==> config.mk <==
export PLATFORM = sky130hd
export DESIGN_NAME = serial_frame_rx
export DESIGN_NICKNAME = d
export VERILOG_FILES = /design/src/rtl/serial_frame_rx.sv
export SDC_FILE = /design/constraint.sdc
export NUM_CORES = 1
export LEC_CHECK = 0
export ABC_AREA = 1
export CORE_MARGIN = 2
export CORE_UTILIZATION = 53
export DETAILED_ROUTE_END_ITERATION = 12
export PLACE_DENSITY = 0.88
export SKIP_LAST_GASP = 1
export SYNTH_ARGS = -nofsm -noshare
export SYNTH_HDL_FRONTEND = slang
export SYNTH_SLANG_ARGS = --single-unit
==> constraint.sdc <==
create_clock -name clk -period 1.77 [get_ports clk]
set_input_delay 0.177 -clock clk [delete_from_list [all_inputs] [get_ports clk]]
set_output_delay 0.177 -clock clk [all_outputs]
set_load 0.05 [all_outputs]
==> src/rtl/serial_frame_rx.sv <==
// serial_frame_rx
// ---------------------------------------------------------------------------
// Bit-serial frame receiver, one bit per clock with no oversampling. It
// detects a start bit (0), shifts in DATA_BITS data bits LSB-first, optionally
// checks a parity bit, then checks STOP_BITS stop bits (1). A good frame loads
// data_out and pulses done for one cycle.
//
// Compile-time option:
//   SERIAL_FRAME_RX_PARITY_EN - builds the parity stage (PAR/PERR states,
//                               par_bad flag). When undefined, PARITY is
//                               ignored and parity_err is tied to 0.
//
// Parameters:
//   DATA_BITS  data bits per frame, 5..16
//   PARITY     0 = none, 1 = even, 2 = odd
//   STOP_BITS  1 or 2
//
// Ports:
//   clk         rising-edge clock
//   reset       asynchronous active-low reset
//   in          serial line, idles high
//   data_out    last good word, bit 0 = first data bit received
//   done        1-cycle strobe, good frame completed
//   parity_err  1-cycle strobe, framing good but parity bad
//   frame_err   1-cycle strobe, a stop bit was sampled low
// ---------------------------------------------------------------------------
module serial_frame_rx #(
  parameter int DATA_BITS = 8,
  parameter int PARITY    = 0,
  parameter int STOP_BITS = 1
) (
  input  logic                 clk,
  input  logic                 reset,
  input  logic                 in,
  output logic [DATA_BITS-1:0] data_out,
  output logic                 done,
  output logic                 parity_err,
  output logic                 frame_err
);

  localparam int               CNT_W     = $clog2(DATA_BITS);
  localparam logic [CNT_W-1:0] DATA_LAST = CNT_W'(DATA_BITS - 1);
  localparam logic [CNT_W-1:0] STOP_LAST = CNT_W'(STOP_BITS - 1);

`ifdef SERIAL_FRAME_RX_PARITY_EN
  localparam bit PAR_ON  = (PARITY != 0);
  localparam bit PAR_ODD = (PARITY == 2);
`else
  // Without parity support the PARITY setting has no effect.
  localparam bit PAR_ON  = (PARITY != 0) && 1'b0;
`endif

  typedef enum logic [2:0] {
    S_IDLE,
    S_DATA,
    S_PAR,
    S_STOP,
    S_DONE,
    S_PERR,
    S_ERR
  } state_e;

  state_e               state_q, state_d;
  logic [CNT_W-1:0]     cnt_q, cnt_d;       // data bit index, then stop bit index
  logic [DATA_BITS-1:0] shift_q, shift_d;
  logic [DATA_BITS-1:0] data_q, data_d;
  logic                 frame_err_q, frame_err_d;
  logic                 par_bad;

`ifdef SERIAL_FRAME_RX_PARITY_EN
  logic par_bad_q, par_bad_d;
  assign par_bad = par_bad_q;
`else
  assign par_bad = 1'b0;
`endif

  // -------------------------------------------------------------------------
  // Next-state logic
  // -------------------------------------------------------------------------
  always_comb begin
    // NOTE: every _d signal gets a default before the case so no path leaves
    // one unassigned; that is what keeps this block from inferring latches.
    state_d     = state_q;
    cnt_d       = cnt_q;
    shift_d     = shift_q;
    data_d      = data_q;
    frame_err_d = 1'b0;
`ifdef SERIAL_FRAME_RX_PARITY_EN
    par_bad_d   = par_bad_q;
`endif

    case (state_q)
      // DONE and PERR act like IDLE: a low bit here is already the next
      // frame's start bit, which is what allows back-to-back frames.
      S_IDLE, S_DONE, S_PERR: begin
        if (!in) begin
          state_d = S_DATA;
          cnt_d   = '0;
`ifdef SERIAL_FRAME_RX_PARITY_EN
          par_bad_d = 1'b0;
`endif
        end else begin
          state_d = S_IDLE;
        end
      end

      S_DATA: begin
        shift_d[cnt_q] = in;
        if (cnt_q == DATA_LAST) begin
          cnt_d   = '0;
          state_d = PAR_ON ? S_PAR : S_STOP;
        end else begin
          cnt_d = cnt_q + 1'b1;
        end
      end

`ifdef SERIAL_FRAME_RX_PARITY_EN
      S_PAR: begin
        // Even: XOR(data, parity) must be 0; odd: it must be 1.
        par_bad_d = (^shift_q) ^ in ^ PAR_ODD;
        cnt_d     = '0;
        state_d   = S_STOP;
      end
`endif

      S_STOP: begin
        if (!in) begin
          // Any low stop bit aborts at once, even the first of two.
          state_d     = S_ERR;
          frame_err_d = 1'b1;
          cnt_d       = '0;
        end else if (cnt_q == STOP_LAST) begin
          cnt_d = '0;
          if (par_bad) begin
            state_d = S_PERR;
          end else begin
            state_d = S_DONE;
            data_d  = shift_q;
          end
        end else begin
          cnt_d = cnt_q + 1'b1;
        end
      end

      // Wait for the line to return high before looking for a start bit.
      S_ERR: begin
        if (in) state_d = S_IDLE;
      end

      default: begin
        state_d = S_IDLE;
        cnt_d   = '0;
      end
    endcase
  end

  // -------------------------------------------------------------------------
  // State registers
  // -------------------------------------------------------------------------
  always_ff @(posedge clk or negedge reset) begin
    if (!reset) begin
      // NOTE: the shift and output registers are reset as well, because
      // data_out must read 0 immediately after any reset.
      state_q     <= S_IDLE;
      cnt_q       <= '0;
      shift_q     <= '0;
      data_q      <= '0;
      frame_err_q <= 1'b0;
    end else begin
      // NOTE: non-blocking assignments so every flop samples pre-edge values.
      state_q     <= state_d;
      cnt_q       <= cnt_d;
      shift_q     <= shift_d;
      data_q      <= data_d;
      frame_err_q <= frame_err_d;
    end
  end

`ifdef SERIAL_FRAME_RX_PARITY_EN
  always_ff @(posedge clk or negedge reset) begin
    if (!reset) par_bad_q <= 1'b0;
    else        par_bad_q <= par_bad_d;
  end
`endif

  // -------------------------------------------------------------------------
  // Outputs: registered decodes. frame_err is set only on the STOP->ERR
  // transition, so it covers the first ERR cycle and not the whole stay.
  // -------------------------------------------------------------------------
  assign data_out  = data_q;
  assign done      = (state_q == S_DONE);
  assign frame_err = frame_err_q;
`ifdef SERIAL_FRAME_RX_PARITY_EN
  assign parity_err = (state_q == S_PERR);
`else
  assign parity_err = 1'b0;
`endif

endmodule

Word-level counts from Yosys, hierarchy flattened
Cells that the tools add are included.

word-level totals
  logic and storage cells = 42
  input bits = 3
  bits in registers = 23
  output and inout bits = 11

operators by class
  equal/unequal tests = 10
  add/subtract/negate cells = 1
  mux-type cells = 16
  $lt $le $gt $ge = 2
  reduce and logical (&&, ||, !) cells = 7
  bitwise gates (word level) = 1

operators with widths
  operator               count
  $mux W3                8
  $pmux W3 S4            2
  $eq A3 B3 Y1 const B   4
  $bwmux W8              1
  $logic_not A3 Y1       2
  $ne A2 B2 Y1 const B   3
  $reduce_and A3 Y1      2
  $lt A3 B4 Y1 const B   1
  $mux W1                4
  $add A3 B1 Y3 const B  1
  $demux W1 S3           1
  $eq A3 B1 Y1 const B   1
  $eq A3 B2 Y1 const B   1
  $ge A3 B1 Y1 const B   1
  $ne A3 B3 Y1 const B   1
  $reduce_or A3 Y1       1
  $reduce_and A2 Y1      1
  $logic_and A1 B1 Y1    1
  $not A1 Y1             1

Logic depth before layout (Yosys ltp)
Gate-level depths: netlist of the first run.

  word-level depth = 5
  depth in mapped cells = 7
  mapped depth without buffers = 7

Worst setup path before layout of the first run
OpenSTA, ideal clock, no wires.

  path kind = register to output
  from = register state_q[0]
  to = output port done
  path slack = 0.382 ns
  buffers on the path = 0
  arrival = 1.211 ns
  required time = 1.593 ns
  cell stages (with the launch flop) = 4
  cells stage by stage = dfrtp_1 inv_1 nand2_1 nor2_1

between the ends
  cells in the longest elaborated chain, start to end = 1

ends and longest elaborated chain
  what                    line  RTL
  from (decl)             63    state_e state_q, state_d;
  from (signal assigned)  171   state_q <= state_d;
  $eq A3 B3 Y1            191   assign done = (state_q == S_DONE);
  to (decl)               36    output logic done,

Every way passes these cells.

Final worst setup path of the first run
  from = register data_q[5], in the netlist data_out[5]
  to = output port data_out[5]

RTL lines
  what                    line  RTL
  from (decl)             66    logic [DATA_BITS-1:0] data_q, data_d;
  from (signal assigned)  174   data_q <= data_d;
  to (decl)               35    output logic [DATA_BITS-1:0] data_out,

No word-level cell between the ends.

==> flow_summary_export.csv, run 1 <==
group,metric,value,unit
clock_network,numCtsBuffers,3,
synthesis,yosysUniqueCellTypes,15,
power_and_ir_drop,power,2.505,mW
detailed_routing,met3WireLength,129,um
place,pre_cts_ws,0.1614,ns
cells_and_area,drive_above_1_share,10.46,%
clock_network,postCtsSetupBuffers,0,
sta,drv_slew,0,
place,globalplace.congestion,0.9162,
synthesis,synth_seq_cells,23,
setup_path,critPathCaptureType,"primary output",
global_route,grt_pass1_vias,929,
cells_and_area,synthToLayoutAreaGrowth,15.90,%
detailed_routing,vias,944,
sta,layout_setup_ws,0.1144,ns
setup_path,cpLargestDelayFamily,"buffers and inverters",
setup_path,cp.buffers_inverters,1,
sta,fin_skew,0.004534,ns
clock_network,clkTransAtPathRegs,0.12,ns
clock_network,clkLatencyLatePin,0.30,ns
sta,fmax,604.0,MHz
floorplanning,die-area,2540,um^2
setup_path,critPathKind,"reg -> out",
cells_and_area,final_util,66.06,%
setup_path,critical_path.cell_chain,"clkdlybuf4s50_1",
detailed_routing,routed_wl,2224,um
power_and_ir_drop,pwr-share-comb,53.8,%
detailed_routing,wl_per_cell,12.36,um
clock_network,cts_buffer_depth,2,
setup_path,cp_max_fo,2,
sta,finalHoldViolCount,0,
detailed_routing,wl_met1,856,um
setup_path,r2r_start,"cnt_q[0]",
clock_network,root_buffer,"clkbuf_4",
power_and_ir_drop,p_leak,0.6906,nW
detailed_routing,drtIter0Drc,40,
detailed_routing,vias_per_cell,5.244,
synthesis,netlist_area,1141,um^2
detailed_routing,dr_wl_met2,1194,um
setup_path,rr_worst_depth,7,
floorplanning,dieWidth,50.40,um
sta,totalNegativeSetupSlack,0,ns
synthesis,syn-num-nets,144,
global_route,track_usage,19.78,%
sta,maxSlewHeadroom,66.45,%
clock_network,clock_sinks,23,
worst_hold_path,hold_class,"in -> async",
cells_and_area,n_antenna_cell,0,
sta,worstMarginPinSlew,0.5016,ns
setup_path,worstPathRequired,1.59,ns
power_and_ir_drop,seqPwrFrac,36.9,%
power_and_ir_drop,power_switching,1.229,mW
power_and_ir_drop,netSwitchingFraction,49.07,%
setup_path,critPathSlowestCell,"clkdlybuf4s50_1",
clock_network,cts_tree,"done",
place,dpl.hpwl,1750,um
setup_path,worstPathArrival,1.48,ns
clock_network,hold_buffers,0,
detailed_routing,ant_nets,0,
floorplanning,die_h,50.40,um
synthesis,synth_warnings,0,
floorplanning,start_util,57.00,%
place,dp_cells,176,
setup_path,crit_path_start_kind,"flop",
synthesis,synth_cells,138,
global_route,grt_max_degree,24,
global_route,grt_pass1_wl,3760,um
clock_network,htreeDepth,1,
power_and_ir_drop,intPower,1.276,mW
synthesis,avgSynthCellArea,8.269,um^2
detailed_routing,routed.top_layer,"met4",
power_and_ir_drop,vdd_ir_drop_max,1.018,mV
outcome,status,"finished clean",
floorplanning,boundaryPins,14,
clock_network,cts_resized,0,
setup_path,reg2reg_to,"state_q[0]",
power_and_ir_drop,clkPwrFrac,9.3,%
sta,grt_setup_unrepaired,"false",
detailed_routing,first_pass_iters,5,
sta,post-route-min-period,1.656,ns
setup_path,path_depth,1,
floorplanning,placementRows,16,
power_and_ir_drop,pwr_density_cell,1894,nW/um^2
sta,fin_crit_sh,93.54,%
job,maxCapViolCount,0,
setup_path,slowest_delay,0.80,ns
place,io_buffers,12,
cells_and_area,fin_nets,160,
detailed_routing,drc,0,
floorplanning,coreArea,2002,um^2
setup_path,timing.reg2reg.setup_slack,0.24,ns
global_route,grt.overflow.total,0,
sta,setup_viol,0,
synthesis,ys_seq_area_share,50.44,%
cells_and_area,final_cells,180,
global_route,grt_antenna_before_repair,0,
placed cells by master, fill, tap and decap left out, drive strengths merged:
cell type and instances:
ha 3, inv 22, conb 1, nand3 14
nor2 14, nand4 1, a31oi 1, clkdlybuf4s50 11
clkbuf 4, dfrtp 23, buf 3, nand2 40
o21ai 16
cell type report:
cell class	count	area, um^2
inverters	22	82.58
well taps	27	33.78
fillers	171	679.4
flip-flops and latches	23	575.6
clock buffers	4	26.28
multi-input cells	90	459.2
repair buffers	14	145.1
worst max-delay path by stage:
stage                start          end  slack (ns)
6_report       data_out[5]  data_out[5]        0.11
5_1_grt        data_out[3]  data_out[3]        0.06
4_1_cts        data_out[0]  data_out[0]        0.10
3_5_place_dp            in  data_out[5]        0.16
3_3_place_gp            in  data_out[0]        0.25
2_1_floorplan   state_q[0]         done        0.38
power groups by stage:
stage	logic (mW)	clock network (mW)	registers (mW)
6_report	1.35	0.233	0.925
2_1_floorplan	0.698	0	1.20
4_1_cts	1.35	0.241	0.922
3_5_place_dp	1.34	0	0.934
3_3_place_gp	1.27	0	0.922
5_1_grt	1.47	0.260	0.957
sequential cells by signal, indices dropped and copies added (netlist names):
name	cells
state_q	3
shift_q	8
data_out	8
frame_err	1
cnt_q	3
routing by layer:
layer	up-vias	track usage, %
met5	-	0
met4	0	8.559
met3	8	3.274
met2	47	38.82
met1	434	20.16
li1	455	-
stage by stage:
| stage | area, um^2 | hold slack (ns) |
|---|---|---|
| 2_1_floorplan | 1141 | -0.1186 |
| 3_3_place_gp | 1296 | 0.4553 |
| 3_5_place_dp | 1296 | 0.4584 |
| 4_1_cts | 1323 | 0.2206 |
| 5_1_grt | 1323 | 0.2346 |
| 6_report | 1323 | 0.2169 |
synthesized netlist by cell type:
master	number	area, um^2
buf_4	1	7.510
nor2_1	13	48.80
nand2_1	40	150.1
a31oi_1	1	6.260
dfrtp_1	23	575.6
nor2_4	1	11.26
inv_1	22	82.58
nand3_1	14	70.07
buf_6	1	11.26
buf_2	1	5.000
ha_1	3	37.54
o21ai_2	8	70.07
conb_1	1	3.750
o21ai_0	8	40.04
nand4_4	1	21.27
kinds of logic (layout without fill, tap and decap cells):
logic type | after synthesis | count (layout) | synth area share [%]
and+or+nand+nor | 69 | 69 | 26.43
AOI/OAI and AO/OA | 17 | 17 | 10.20
adders and majority gates | 3 | 3 | 3.290
DFF | 23 | 23 | 50.44
other | 1 | 1 | 0.3286
buffers and inverters | 25 | 40 | 9.320
Power figures use the tool's default switching activity.
==> run 2: changes to the inputs <==
--- a/config.mk
+++ b/config.mk
@@ -8,6 +8,7 @@
 export ABC_AREA = 1
 export CORE_MARGIN = 2
 export CORE_UTILIZATION = 53
+export CTS_CLUSTER_DIAMETER = 50
 export DETAILED_ROUTE_END_ITERATION = 12
 export PLACE_DENSITY = 0.88
 export SKIP_LAST_GASP = 1
==> results of run 2 <==
Same layout as run 1: the final DEF is identical, and so are final timing and power.
==> run 3: changes to the inputs <==
--- a/config.mk
+++ b/config.mk
@@ -7,10 +7,10 @@
 export LEC_CHECK = 0
 export ABC_AREA = 1
 export CORE_MARGIN = 2
-export CORE_UTILIZATION = 53
+export CORE_UTILIZATION = 26
 export CTS_CLUSTER_DIAMETER = 50
 export DETAILED_ROUTE_END_ITERATION = 12
-export PLACE_DENSITY = 0.88
+export PLACE_DENSITY = 0.54
 export SKIP_LAST_GASP = 1
 export SYNTH_ARGS = -nofsm -noshare
 export SYNTH_HDL_FRONTEND = slang
==> flow_summary_export.csv, run 3 (synthesis results as in run 1) <==
group,metric,value,unit
outcome,status,"finished clean",
clock_network,numCtsBuffers,3,
global_route,grt_antenna_before_repair,0,
setup_path,r2r_start,"cnt_q[0]",
setup_path,reg2reg_to,"data_out[1]",
setup_path,critPathKind,"reg -> out",
setup_path,worstPathRequired,1.59,ns
sta,worstMarginPinSlew,0.5045,ns
power_and_ir_drop,p_leak,0.7060,nW
clock_network,hold_buffers,0,
floorplanning,coreArea,4294,um^2
setup_path,cp.buffers_inverters,1,
floorplanning,die-area,4935,um^2
setup_path,crit_path_start_kind,"flop",
setup_path,timing.reg2reg.setup_slack,0.33,ns
sta,fin_hold_ws,0.2699,ns
detailed_routing,drtIter0Drc,66,
power_and_ir_drop,power_switching,1.202,mW
setup_path,cp_max_fo,2,
sta,layout_setup_ws,0.1770,ns
clock_network,cts_buffer_depth,2,
global_route,grt.overflow.total,0,
job,maxCapViolCount,0,
power_and_ir_drop,pwr-share-comb,51.6,%
sta,setup_viol,0,
power_and_ir_drop,clkPwrFrac,12.4,%
setup_path,slowest_delay,0.81,ns
power_and_ir_drop,power,2.564,mW
detailed_routing,vias,837,
place,globalplace.congestion,0.8480,
detailed_routing,ant_nets,0,
sta,totalNegativeSetupSlack,0,ns
sta,fin_crit_sh,90.00,%
floorplanning,placementRows,24,
clock_network,cts_resized,0,
setup_path,critPathSlowestCell,"clkdlybuf4s50_1",
sta,drv_slew,0,
setup_path,crit_start,"data_out[1]",
place,io_buffers,12,
clock_network,clock_sinks,23,
floorplanning,die_h,70.25,um
place,dpl.hpwl,1513,um
power_and_ir_drop,vdd_ir_drop_max,0.6366,mV
clock_network,clkLatencyLatePin,0.26,ns
setup_path,worstPathArrival,1.42,ns
clock_network,postCtsSetupBuffers,0,
setup_path,rr_worst_depth,5,
floorplanning,start_util,26.57,%
place,placed_cell_area,1335,um^2
worst_hold_path,hold_class,"in -> async",
cells_and_area,fin_area,1381,um^2
global_route,grt_max_degree,24,
power_and_ir_drop,pwr_density_cell,1856,nW/um^2
clock_network,cts_tree,"done",
power_and_ir_drop,seqPwrFrac,36.0,%
place,pre_cts_ws,0.2136,ns
clock_network,htreeDepth,1,
global_route,track_usage,9.694,%
cells_and_area,fin_nets,161,
power_and_ir_drop,netSwitchingFraction,46.86,%
cells_and_area,drive_above_1_share,11.69,%
sta,maxSlewHeadroom,66.26,%
sta,post-route-min-period,1.593,ns
cells_and_area,final_common_cell,"nand2_1",
detailed_routing,vias_per_cell,4.063,
sta,grt_setup_unrepaired,"false",
sta,fmax,627.7,MHz
sta,finalHoldViolCount,0,
clock_network,root_buffer,"clkbuf_8",
detailed_routing,routed_wl,2049,um
global_route,grt_pass1_wl,3836,um
cells_and_area,n_antenna_cell,0,
cells_and_area,final_cell_mix,"40 x nand2_1, 23 x dfrtp_1, 22 x inv_1, 14 x nand3_1, 13 x nor2_1",
sta,fin_skew,0.002680,ns
setup_path,critical_path.cell_chain,"clkdlybuf4s50_1",
floorplanning,boundaryPins,14,
setup_path,critPathCaptureType,"primary output",
global_route,grt_pass1_vias,854,
floorplanning,dieWidth,70.25,um
detailed_routing,drc,0,
power_and_ir_drop,intPower,1.363,mW
cells_and_area,synthToLayoutAreaGrowth,21.05,%
detailed_routing,wl_per_cell,9.947,um
setup_path,cpLargestDelayFamily,"buffers and inverters",
clock_network,clkTransAtPathRegs,0.08,ns
detailed_routing,first_pass_iters,5,
run 3: changes by cell type in the layout (fill, tap and decap cells not counted):
cell,delta
clkbuf_4,-3
clkinv_2,+1
clkbuf_8,+3
buf_4,+1
clkbuf_1,-1
run 3: worst max path at each step:
stage	cells past startpoint	endpoint	slack [ns]
2_1_floorplan	3	done	0.38
6_report	1	data_out[1]	0.18
3_3_place_gp	6	data_out[7]	0.24
3_5_place_dp	6	data_out[1]	0.21
4_1_cts	1	data_out[1]	0.16
5_1_grt	1	data_out[1]	0.12
run 3: power by group through the flow:
stage          registers [mW]  clock network (mW)  logic (mW)
4_1_cts                 0.924               0.335        1.34
3_5_place_dp            0.932                   0        1.33
6_report                0.922               0.319        1.32
5_1_grt                 0.957               0.359        1.49
3_3_place_gp            0.935                   0        1.33
2_1_floorplan            1.20                   0       0.698
run 3: area by class of cell:
class                      instances  area [um^2]
fill                             463         2913
sequential                        23        575.6
multi-input combinational         90        459.2
timing repair buffer              15        152.6
inverter                          22        82.58
tap                               52        65.06
clock buffer                       3        41.29
clock inverter                     1        5.005
run 3: metal layers:
layer / part of all wire, % / up-vias / track usage (%)
li1: - / 457 / -
met1: 47 / 361 / 12.32
met2: 49 / 15 / 16.25
met3: 3.2 / 4 / 2.597
met4: 1.3 / 0 / 2.564
met5: 0 / - / 0
run 3: per-stage QoR:
stage | std cells | utilization (%)
after floorplan | 138 | -
after global placement | 202 | 31.09
after detailed placement | 202 | 31.09
after CTS | 206 | 32.17
after global routing | 206 | 32.17
final | 206 | 32.17
